$ cat config.mk
export PLATFORM = sky130hd
export DESIGN_NAME = opt_decryptor_flat
export DESIGN_NICKNAME = d
export VERILOG_FILES = /design/src/rtl/opt_decryptor_if.sv /design/src/rtl/opt_decryptor.sv /design/src/flat_wrapper.sv
export SDC_FILE = /design/constraint.sdc
export NUM_CORES = 1
export LEC_CHECK = 0
export BUFFER_PORTS_ARGS = -buffer_cell sky130_fd_sc_hd__buf_2
export CAP_MARGIN = 0
export CORE_UTILIZATION = 40
export DETAILED_ROUTE_END_ITERATION = 7
export PLACE_DENSITY = 0.66
export SLEW_MARGIN = 20
export SYNTH_ARGS = -nofsm -noshare
export SYNTH_HDL_FRONTEND = slang
export SYNTH_SLANG_ARGS = --single-unit
$ cat constraint.sdc
create_clock -name clk -period 9.3 [get_ports clk]
set_input_delay 1.86 -clock clk [delete_from_list [all_inputs] [get_ports clk]]
set_output_delay 1.86 -clock clk [all_outputs]
set_load 0.03 [all_outputs]
$ cat src/rtl/opt_decryptor_if.sv
// opt_decryptor_if: link-side bundle of the one-time-pad decryptor.
//   pad_valid/pad_idx/pad_data : pad-load strobe, always accepted (no ready).
//   ct_valid/ct_ready/ct_idx/ct_data : ciphertext byte channel.
//   pt_valid/pt_ready/pt_data/pt_idx/pt_err : plaintext byte channel.
//
// Handshake semantics (both ct and pt channels): a transfer happens on a
// rising clock edge where valid and ready are both high. Once valid is high
// the producer holds its payload stable until that transfer occurs. Ready may
// depend combinationally on the consumer state but never on valid.
//
// Modports: slave is the decryptor side, master is the link/consumer side.
interface opt_decryptor_if #(
  parameter int WIDTH = 8,
  parameter int IDX_W = 3
);
  logic             pad_valid;
  logic [IDX_W-1:0] pad_idx;
  logic [WIDTH-1:0] pad_data;

  logic             ct_valid;
  logic             ct_ready;
  logic [IDX_W-1:0] ct_idx;
  logic [WIDTH-1:0] ct_data;

  logic             pt_valid;
  logic             pt_ready;
  logic [WIDTH-1:0] pt_data;
  logic [IDX_W-1:0] pt_idx;
  logic             pt_err;

  modport slave (
    input  pad_valid, pad_idx, pad_data,
    input  ct_valid, ct_idx, ct_data,
    output ct_ready,
    output pt_valid, pt_data, pt_idx, pt_err,
    input  pt_ready
  );

  modport master (
    output pad_valid, pad_idx, pad_data,
    output ct_valid, ct_idx, ct_data,
    input  ct_ready,
    input  pt_valid, pt_data, pt_idx, pt_err,
    output pt_ready
  );
endinterface

$ cat src/rtl/opt_decryptor.sv
// opt_decryptor: receive end of a one-time-pad link.
// Holds up to DEPTH pads loaded over the pad channel and decrypts each
// ciphertext byte with the pad in the slot it is tagged with. A slot is
// invalidated when consumed, so every pad is used at most once; a byte that
// finds its slot empty is emitted as pt_err with zero data.
//
// Ports:
//   clk, rst    : clock, synchronous active-high reset
//   ena         : block enable; low freezes accepts, loads and state
//                 (a held plaintext byte can still drain)
//   flush       : single-cycle request to wipe all pads (DEPTH enabled cycles)
//   busy        : registered, high while flushing
//   pads_avail  : registered count of loaded, unused slots
//   seq_err     : sticky, ct_idx left the 0..DEPTH-1 wrap order
//   err_count   : saturating count of empty-slot consumes and dropped loads
//   state_dbg   : current FSM state (1 = FLUSH)
//   bus         : pad / ciphertext / plaintext channels (slave side)
module opt_decryptor #(
  parameter int WIDTH = 8,
  parameter int DEPTH = 8,
  parameter int IDX_W = 3
) (
  input  logic                  clk,
  input  logic                  rst,
  input  logic                  ena,
  input  logic                  flush,
  output logic                  busy,
  output logic [IDX_W:0]        pads_avail,
  output logic                  seq_err,
  output logic [7:0]            err_count,
  output logic                  state_dbg,
  opt_decryptor_if.slave        bus
);

  typedef enum logic [0:0] {
    RUN   = 1'b0,
    FLUSH = 1'b1
  } state_t;

  localparam logic [IDX_W-1:0] LAST_IDX = IDX_W'(DEPTH - 1);

  state_t           state;
  state_t           state_next;

  logic [DEPTH-1:0] slot_vld;
  logic [DEPTH-1:0] vld_next;
  logic [WIDTH-1:0] pad_mem [DEPTH];
  logic [IDX_W-1:0] ptr;
  logic [IDX_W-1:0] exp_idx;
  logic [IDX_W:0]   avail_next;

  logic             accept;
  logic             hit;
  logic             load_en;
  logic             load_ok;
  logic             load_drop;
  logic             enter_flush;
  logic             flush_step;
  logic [1:0]       err_inc;
  logic [8:0]       err_sum;
  logic [7:0]       err_next;

  assign state_dbg = (state == FLUSH);

  // Only combinational output: a new byte is taken when running and the
  // output register is empty or being drained this cycle.
  assign bus.ct_ready = ena & (state == RUN) & (~bus.pt_valid | bus.pt_ready);
  assign accept       = bus.ct_valid & bus.ct_ready;

  // Load and consume both look at the pre-cycle valid bit of their slot.
  assign hit          = slot_vld[bus.ct_idx];
  assign load_en      = ena & bus.pad_valid & (state == RUN);
  assign load_ok      = load_en & ~slot_vld[bus.pad_idx];
  assign load_drop    = load_en &  slot_vld[bus.pad_idx];

  assign enter_flush  = ena & flush & (state == RUN);
  assign flush_step   = ena & (state == FLUSH);

  // FSM next state
  always_comb begin
    state_next = state;
    case (state)
      RUN:     if (ena && flush) state_next = FLUSH;
      FLUSH:   if (ena && (ptr == LAST_IDX)) state_next = RUN;
      default: state_next = RUN;
    endcase
  end

  // FSM state register
  always_ff @(posedge clk) begin
    if (rst) state <= RUN;
    else     state <= state_next;
  end

  // Slot valid bits after this cycle. The consume clear is applied before the
  // load set, so a same-slot load into an empty slot still leaves it valid,
  // while a same-slot load into a full slot was already dropped.
  always_comb begin
    vld_next = slot_vld;
    if (flush_step) vld_next[ptr] = 1'b0;
    if (accept)     vld_next[bus.ct_idx] = 1'b0;
    if (load_ok)    vld_next[bus.pad_idx] = 1'b1;
  end

  always_comb begin
    avail_next = '0;
    for (int i = 0; i < DEPTH; i++) begin
      avail_next = avail_next + (IDX_W+1)'(vld_next[i]);
    end
  end

  // Error counter: up to two events per cycle, saturating at 255.
  always_comb begin
    err_inc  = 2'(accept & ~hit) + 2'(load_drop);
    err_sum  = {1'b0, err_count} + 9'(err_inc);
    err_next = err_sum[8] ? 8'hFF : err_sum[7:0];
  end

  always_ff @(posedge clk) begin
    if (rst) begin
      slot_vld    <= '0;
      for (int i = 0; i < DEPTH; i++) pad_mem[i] <= '0;
      ptr         <= '0;
      exp_idx     <= '0;
      seq_err     <= 1'b0;
      busy        <= 1'b0;
      pads_avail  <= '0;
      err_count   <= '0;
      bus.pt_valid <= 1'b0;
      bus.pt_data  <= '0;
      bus.pt_idx   <= '0;
      bus.pt_err   <= 1'b0;
    end else begin
      slot_vld   <= vld_next;
      pads_avail <= avail_next;
      busy       <= (state_next == FLUSH);
      err_count  <= err_next;

      if (load_ok)    pad_mem[bus.pad_idx] <= bus.pad_data;
      if (flush_step) pad_mem[ptr] <= '0;

      if (enter_flush)     ptr <= '0;
      else if (flush_step) ptr <= ptr + IDX_W'(1);

      // Entering FLUSH restarts the expected order; it takes priority over a
      // byte accepted in the same cycle.
      if (enter_flush) begin
        exp_idx <= '0;
        seq_err <= 1'b0;
      end else if (accept) begin
        exp_idx <= exp_idx + IDX_W'(1);
        if (bus.ct_idx != exp_idx) seq_err <= 1'b1;
      end

      if (accept) begin
        bus.pt_valid <= 1'b1;
        bus.pt_idx   <= bus.ct_idx;
        bus.pt_err   <= ~hit;
        bus.pt_data  <= hit ? (pad_mem[bus.ct_idx] ^ bus.ct_data) : '0;
      end else if (bus.pt_ready) begin
        bus.pt_valid <= 1'b0;
      end
    end
  end

endmodule
$ cat src/flat_wrapper.sv
// flat-port wrapper written by rule: the top's interface ports become plain ports
module opt_decryptor_flat 
#(
  parameter int WIDTH = 8,
  parameter int DEPTH = 8,
  parameter int IDX_W = 3
)
  (clk, rst, ena, flush, busy, pads_avail, seq_err, err_count, state_dbg, bus_pad_valid, bus_pad_idx, bus_pad_data, bus_ct_valid, bus_ct_idx, bus_ct_data, bus_ct_ready, bus_pt_valid, bus_pt_data, bus_pt_idx, bus_pt_err, bus_pt_ready);
  opt_decryptor_if #(.WIDTH(WIDTH), .IDX_W(IDX_W)) bus_i ();
  input  logic clk;
  input  logic rst;
  input  logic ena;
  input  logic flush;
  output logic busy;
  output logic [IDX_W:0] pads_avail;
  output logic seq_err;
  output logic [7:0] err_count;
  output logic state_dbg;
  input wire logic [$bits(bus_i.pad_valid)-1:0] bus_pad_valid;
  input wire logic [$bits(bus_i.pad_idx)-1:0] bus_pad_idx;
  input wire logic [$bits(bus_i.pad_data)-1:0] bus_pad_data;
  input wire logic [$bits(bus_i.ct_valid)-1:0] bus_ct_valid;
  input wire logic [$bits(bus_i.ct_idx)-1:0] bus_ct_idx;
  input wire logic [$bits(bus_i.ct_data)-1:0] bus_ct_data;
  output wire logic [$bits(bus_i.ct_ready)-1:0] bus_ct_ready;
  output wire logic [$bits(bus_i.pt_valid)-1:0] bus_pt_valid;
  output wire logic [$bits(bus_i.pt_data)-1:0] bus_pt_data;
  output wire logic [$bits(bus_i.pt_idx)-1:0] bus_pt_idx;
  output wire logic [$bits(bus_i.pt_err)-1:0] bus_pt_err;
  input wire logic [$bits(bus_i.pt_ready)-1:0] bus_pt_ready;
  assign bus_i.pad_valid = bus_pad_valid;
  assign bus_i.pad_idx = bus_pad_idx;
  assign bus_i.pad_data = bus_pad_data;
  assign bus_i.ct_valid = bus_ct_valid;
  assign bus_i.ct_idx = bus_ct_idx;
  assign bus_i.ct_data = bus_ct_data;
  assign bus_ct_ready = bus_i.ct_ready;
  assign bus_pt_valid = bus_i.pt_valid;
  assign bus_pt_data = bus_i.pt_data;
  assign bus_pt_idx = bus_i.pt_idx;
  assign bus_pt_err = bus_i.pt_err;
  assign bus_i.pt_ready = bus_pt_ready;
  opt_decryptor #(.WIDTH(WIDTH), .DEPTH(DEPTH), .IDX_W(IDX_W)) u_core (.clk(clk), .rst(rst), .ena(ena), .flush(flush), .busy(busy), .pads_avail(pads_avail), .seq_err(seq_err), .err_count(err_count), .state_dbg(state_dbg), .bus(bus_i));
endmodule
==> results of run 1 <==
[area by class of cell]
type,instances,area (sq um)
multi-input cells,322,2367
well taps,172,215.2
fillers,1128,6731
clock inverters,6,76.32
repair buffers,65,345.3
diodes,1,2.502
flip-flops and latches,105,2743
clock buffers,10,229.0
inverters,17,63.81
[synth_stat cells, drive strengths merged, types with 11 or more instances]
cell type,number
xnor2,16
clkbuf,24
edfxtp,64
inv,16
dfxtp,41
mux4,14
nand2,55
mux2i,24
nor2,14
buf,11
nor3,59
a21oi,22
[power groups by stage]
| stage | Clock [W] | Combinational (W) | Sequential (W) |
|---|---|---|---|
| floorplan | 0 | 0.0000794 | 0.000532 |
| global placement | 0 | 0.000117 | 0.000527 |
| detailed placement | 0 | 0.000119 | 0.000529 |
| CTS | 0.000397 | 0.000120 | 0.000518 |
| global route | 0.000417 | 0.000132 | 0.000519 |
| finish | 0.000392 | 0.000120 | 0.000518 |
[through the flow]
step	power, W	hold WS, ps
after global placement	0.0006445	443.9
after global routing	0.001067	470.0
after floorplan	0.0006114	466.0
after detailed placement	0.0006477	448.2
after CTS	0.001034	458.1
final	0.001030	457.0
[flip-flops by register name, summed over array words and instances (netlist names)]
| register | flops |
|---|---|
| u_core.bus.pt_valid | 1 |
| u_core.pad_mem | 64 |
| u_core.exp_idx | 3 |
| u_core.bus.pt_idx | 3 |
| u_core.slot_vld | 8 |
| u_core.busy | 1 |
| u_core.pads_avail | 4 |
| u_core.ptr | 3 |
| u_core.err_count | 8 |
| u_core.seq_err | 1 |
| u_core.bus.pt_data | 8 |
| u_core.bus.pt_err | 1 |
[metal layers]
metal | wire (um) | vias to the layer above
li1 | - | 1865
met1 | 5546 | 1844
met2 | 5666 | 159
met3 | 803 | 18
met4 | 268 | 0
met5 | 0 | -
[placed cells by master, fill, tap and decap left out, types with 14 or more instances in the layout]
| master | netlist | layout |
|---|---|---|
| nor3_1 | 59 | 59 |
| mux4_2 | 14 | 14 |
| mux2i_1 | 24 | 22 |
| a21oi_1 | 22 | 21 |
| xnor2_1 | 16 | 16 |
| buf_2 | 7 | 57 |
| edfxtp_1 | 64 | 64 |
| inv_1 | 15 | 15 |
| nand2_1 | 55 | 55 |
| dfxtp_1 | 41 | 41 |
| nor2_1 | 14 | 14 |
[worst max-delay path, delay by kind of cell]
family | cells | cell delay (ps)
AOI/OAI and AO/OA | 2 | 1160
adders and majority gates | 5 | 2020
buffers and inverters | 4 | 540
muxes | 1 | 380
and+or+nand+nor | 2 | 810
[cells by family (layout without fill, tap and decap cells)]
| group | count (synthesis) | after routing | share of synthesized area, % |
|---|---|---|---|
| compound gates | 72 | 72 | 9.438 |
| xor+xnor | 19 | 19 | 3.146 |
| fa+ha+maj | 14 | 14 | 4.021 |
| buf+inv | 52 | 98 | 3.926 |
| flops | 105 | 105 | 51.84 |
| mux | 43 | 43 | 11.57 |
| other cells | 0 | 1 | 0 |
| simple gates | 174 | 174 | 16.06 |
[worst max-delay path by stage]
stage | end | slack (ps) | cells past startpoint
after CTS | u_core.pads_avail[1]$_SDFF_PP0_ | 2920 | 14
after global placement | u_core.pads_avail[1]$_SDFF_PP0_ | 2730 | 14
after floorplan | u_core.pads_avail[1]$_SDFF_PP0_ | 3530 | 15
after global routing | u_core.pads_avail[1]$_SDFF_PP0_ | 2570 | 14
final | u_core.pads_avail[1]$_SDFF_PP0_ | 2830 | 14
after detailed placement | u_core.pads_avail[1]$_SDFF_PP0_ | 2580 | 14
==> results_dict.tcl, run 1 <==
set metrics [dict create \
    layout.cells.non_filler 698 \
    overflow 0 \
    critical_path_class "input port to flip-flop" \
    cts_tree "yes" \
    wirelength_um 12280 \
    initial_core_util_pct 41.41 \
    setup_viol 0 \
    worstHoldPathCells 2 \
    p_int_w 0.0007655 \
    htreeDepth 3 \
    worst-path-max-fanout 21 \
    seqPwrFrac_pct 50.3 \
    fin_crit_ps 6471 \
    area_delta_synth_final_pct 14.21 \
    final_area_sq_um 6042 \
    grtUsageMet3_pct 3.450 \
    clk_latency_ps 350 \
    slew_viol_final 0 \
    slew_headroom_pct 27.50 \
    ys_warn_count 0 \
    synth.largest_area_cell "edfxtp_1" \
    status "finished, final reports clean" \
    hold_viol 0 \
    ys_ff_latch 105 \
    drt_iter0_drc 334 \
    cts_root_buffer "clkbuf_16" \
    path_clk_slew_ps 70 \
    post-cts-setup-buffers 0 \
    hold_path_class "flip-flop to flip-flop" \
    postRouteAntennaNets 0 \
    num_vias 3886 \
    synth_top_cell_area_share_pct 36.33 \
    syn-cell-area_sq_um 5290 \
    tightest_slew_ps 1066 \
    core_sq_um 12770 \
    synth_area_leaders "edfxtp_1, dfxtp_1, mux4_2" \
    die_h_um 117 \
    p_sw_w 0.0002645 \
    cp_slowest_cell "a222oi_1" \
    worstHoldStart "u_core.bus.pt_idx[1]$_SDFFE_PP0N_" \
    die-area_sq_um 13690 \
    syn_area_per_cell_sq_um 11.04 \
    reg2reg_from "u_core.slot_vld[4]$_SDFF_PP0_" \
    final_util_pct 47.30 \
    cts_hold_buf 0 \
    ir_drop_mv 0.09689 \
    final.setup.tns_ps 0 \
    leakagePower_nw 2.235 \
    final_nets 563 \
    place_ws_ps 2575 \
    gp_congestion 0.8926 \
    critPathLaunch "bus_pad_idx[0]" \
    first_global_vias 3625 \
    grt_setup_unrepaired "no" \
    portBuffers 57 \
    grt_pass1_wl_um 19180 \
    cp-end-kind "flip-flop" \
    fmax_mhz 154.5 \
    rr_worst_depth 13 \
    combPwrFrac_pct 11.7 \
    arrival_ps 6750 \
    r2r_slack_ps 4430 \
    worst_slack_ps 2829 \
    path_cells "buf_2 > mux2_2 > a222oi_1 > nand3_1 > o21bai_1 > ha_1 > inv_1 > fa_1 > fa_1 > inv_1 > fa_1 > inv_1 > fa_1 > nor2_1" \
    track_usage_pct 18.75 \
    cts.repair.resized 0 \
    place_hpwl_um 8776 \
    synth_nets 522 \
    core.rowCount 41 \
    dr.pass1.iters 4 \
    r2r-end "u_core.pads_avail[1]$_SDFF_PP0_" \
    grt_max_degree 55 \
    clkPwrFrac_pct 38.0 \
    worstHoldEndpoint "u_core.bus.pt_idx[1]$_SDFFE_PP0N_" \
    synth_edf_count 64 \
    fin_skew_ps 5.765 \
    grt.busiest_layer "met2" \
    drc 0 \
    cp.required_ps 9580 \
    synthFlopType "edfxtp_1" \
    yosysSeqAreaShare_pct 51.84 \
    slowest_delay_ps 810 \
    netlist_instances 479 \
    placed_area_sq_um 5725 \
    wl_per_cell_um 17.60 \
    power.density_nw_per_um2 170.5 \
    cts_buffer_depth 2 \
    cts.sinks 105 \
    async_flop_share_pct 0 \
    cts_buffers 9 \
    final_layout_size_suffix_gt1_share_pct 20.00 \
    antenna_found_initial 1 \
    die_width_um 117 \
    via_per_inst 5.567 \
    critPathLaunchType "input port" \
    p_sw_share_pct 25.68 \
    met2_usage_pct 29.35 \
    use_met1_pct 25.89 \
    drv_cap 0 \
    fin_crit_sh_pct 69.58 \
    post-place-cells 681 \
    boundaryPins 58 \
    synthDistinctLibCells 53 \
    crit_top_cell "fa_1" \
]
No activity file was read; power rests on OpenSTA's default activity.
==> inputs of run 2 (changes only) <==
--- a/config.mk
+++ b/config.mk
@@ -5,6 +5,7 @@
 export SDC_FILE = /design/constraint.sdc
 export NUM_CORES = 1
 export LEC_CHECK = 0
+export ABC_AREA = 1
 export BUFFER_PORTS_ARGS = -buffer_cell sky130_fd_sc_hd__buf_2
 export CAP_MARGIN = 0
 export CORE_UTILIZATION = 40
==> constraint.sdc (replaced) <==
create_clock -name clk -period 6.3 [get_ports clk]
set_input_delay 1.26 -clock clk [delete_from_list [all_inputs] [get_ports clk]]
set_output_delay 1.26 -clock clk [all_outputs]
set_load 0.03 [all_outputs]
==> run 2 against run 1 <==
  * Via count is 14% higher
  * Non-clock buffer count is 6 lower
  * Critical endpoint unchanged
  * Final area is 4.6% higher
  * Hold slack worse by 6.0 ps
==> results_dict.tcl, run 2 <==
set metrics [dict create \
    status "finished, final reports clean" \
    hold_viol 0 \
    slew_viol_final 0 \
    yosysSeqAreaShare_pct 49.10 \
    cts_root_buffer "clkbuf_16" \
    dr.pass1.iters 5 \
    grt_setup_unrepaired "no" \
    die_h_um 120.2 \
    syn-cell-area_sq_um 5585 \
    r2r_slack_ps 2150 \
    netlist_instances 703 \
    synthDistinctLibCells 39 \
    synth.largest_area_cell "edfxtp_1" \
    cts.repair.resized 0 \
    portBuffers 57 \
    ir_drop_mv 0.1329 \
    core.rowCount 42 \
    worstHoldStart "u_core.seq_err$_SDFFE_PP0P_" \
    final_layout_size_suffix_gt1_share_pct 14.02 \
    cts_buffers 9 \
    htreeDepth 3 \
    track_usage_pct 19.06 \
    combPwrFrac_pct 11.4 \
    place_hpwl_um 9178 \
    fin_crit_ps 4825 \
    first_global_vias 3989 \
    fin_crit_sh_pct 76.58 \
    core_sq_um 13450 \
    cts_hold_buf 0 \
    layout.cells.non_filler 932 \
    cp-end-kind "flip-flop" \
    grt_pass1_wl_um 20880 \
    seqPwrFrac_pct 49.0 \
    worstHoldPathCells 2 \
    postRouteAntennaNets 0 \
    synthFlopType "edfxtp_1" \
    layout_common_cells "nand2_1, inv_1, nor2_1, edfxtp_1, buf_2" \
    worstHoldEndpoint "u_core.seq_err$_SDFFE_PP0P_" \
    via_per_inst 4.733 \
    synth_area_leaders "edfxtp_1, dfxtp_1, nand2_1" \
    drt_iter0_drc 404 \
    path_clk_slew_ps 70 \
    ys_ff_latch 105 \
    wl_per_cell_um 13.86 \
    slew_headroom_pct 39.89 \
    p_sw_share_pct 26.02 \
    synthTopCellsByCount "nand2_1, inv_1, nor2_1" \
    ys_warn_count 0 \
    arrival_ps 5110 \
    post-place-cells 916 \
    drv_cap 0 \
    die-area_sq_um 14440 \
    clk_latency_ps 360 \
    gp_congestion 0.8699 \
    p_sw_w 0.0004055 \
    r2r-end "u_core.pads_avail[1]$_SDFF_PP0_" \
    hold_path_class "flip-flop to flip-flop" \
    wirelength_um 12920 \
    overflow 0 \
    final.setup.tns_ps 0 \
    grt_max_degree 38 \
    async_flop_share_pct 0 \
    leakagePower_nw 3.070 \
    critPathLaunch "ena" \
    die_width_um 120.2 \
    power.density_nw_per_um2 246.7 \
    worst-path-max-fanout 15 \
    synth_nets 746 \
    critical_path_class "input port to flip-flop" \
    clkPwrFrac_pct 39.7 \
    synth_top_cell_area_share_pct 34.41 \
    drc 0 \
    placed_area_sq_um 5992 \
    cts_tree "yes" \
    fin_skew_ps 9.060 \
    critPathLaunchType "input port" \
    syn_area_per_cell_sq_um 7.945 \
    antennaDiodeCount 0 \
    post-cts-setup-buffers 0 \
    antenna_found_initial 0 \
    tightest_slew_ps 898.4 \
    cts.sinks 105 \
    num_vias 4411 \
    cp.required_ps 6590 \
    final_nets 794 \
    area_delta_synth_final_pct 13.10 \
    cts_buffer_depth 2 \
    setup_viol 0 \
    synth_edf_count 64 \
    final_area_sq_um 6317 \
    layout_commonest_cell "nand2_1" \
    largest_register_ffs 64 \
    reg2reg_from "u_core.busy$_SDFF_PP0_" \
    hold_slack_ps 451.0 \
    rr_worst_depth 16 \
    p_int_w 0.001153 \
    initial_core_util_pct 41.52 \
    boundaryPins 58 \
    synth_most_common_cell "nand2_1" \
    top_register "u_core.pad_mem" \
    fmax_mhz 207.3 \
]
-- run 2: cells by family after synthesis --
group | synth area share [%]
adder cells (fa/ha/maj) | 3.808
AND/OR/NAND/NOR | 29.19
buffers and inverters | 10.46
flip-flops | 49.10
XOR/XNOR | 0.9409
AO/OA/AOI/OAI | 6.496
-- run 2: worst max path at each step --
stage / end / slack, ps / cells after the start
5_1_grt: u_core.pads_avail[1]$_SDFF_PP0_ / 1110 / 18
3_3_place_gp: u_core.pads_avail[1]$_SDFF_PP0_ / 1220 / 18
3_5_place_dp: u_core.pads_avail[1]$_SDFF_PP0_ / 1100 / 18
2_1_floorplan: u_core.pads_avail[1]$_SDFF_PP0_ / 1900 / 18
4_1_cts: u_core.pads_avail[1]$_SDFF_PP0_ / 1480 / 18
6_report: u_core.pads_avail[1]$_SDFF_PP0_ / 1480 / 18
-- run 2: critical path: stages --
cell     delay, ps
buf_2          120
inv_1           90
nor2_1         110
and3_1         480
inv_2          260
nor2_2         230
nand2_1         80
nand2_1        100
nand2_1         60
ha_1           270
inv_1           50
fa_1           460
fa_1           490
inv_1           50
fa_1           410
inv_1           80
fa_1           400
nor2_1         100
-- run 2: per-layer routing --
layer	track usage, %	vias up	wire [um]
met4	6.016	0	183
met1	27.58	1933	6106
met5	0	-	0
li1	-	2302	-
met3	3.707	12	990
met2	28.52	164	5642
-- run 2: stage by stage --
stage                     total power, W  util (%)  setup slack (ps)
after floorplan                0.0009041         -              1904
after global placement         0.0009544     44.54              1218
after detailed placement       0.0009564     44.54              1097
after CTS                       0.001568     46.96              1478
after global routing            0.001622     46.96              1106
final                           0.001558     46.96              1475
-- run 2: cell type report --
cell class	instances	area (sq um)
Tap cell	176	220.2
Inverter	124	470.5
Multi-Input combinational cell	452	2258
Clock buffer	9	225.2
Clock inverter	7	100.1
Fill cell	1355	7136
Timing Repair Buffer	59	300.3
Sequential cell	105	2743
-- run 2: power groups by stage --
stage                     Clock [W]  Sequential (W)  Combinational (W)
after floorplan                   0        0.000790           0.000114
final                      0.000618        0.000763           0.000177
after global routing       0.000657        0.000766           0.000198
after CTS                  0.000626        0.000764           0.000178
after detailed placement          0        0.000779           0.000177
after global placement            0        0.000778           0.000176
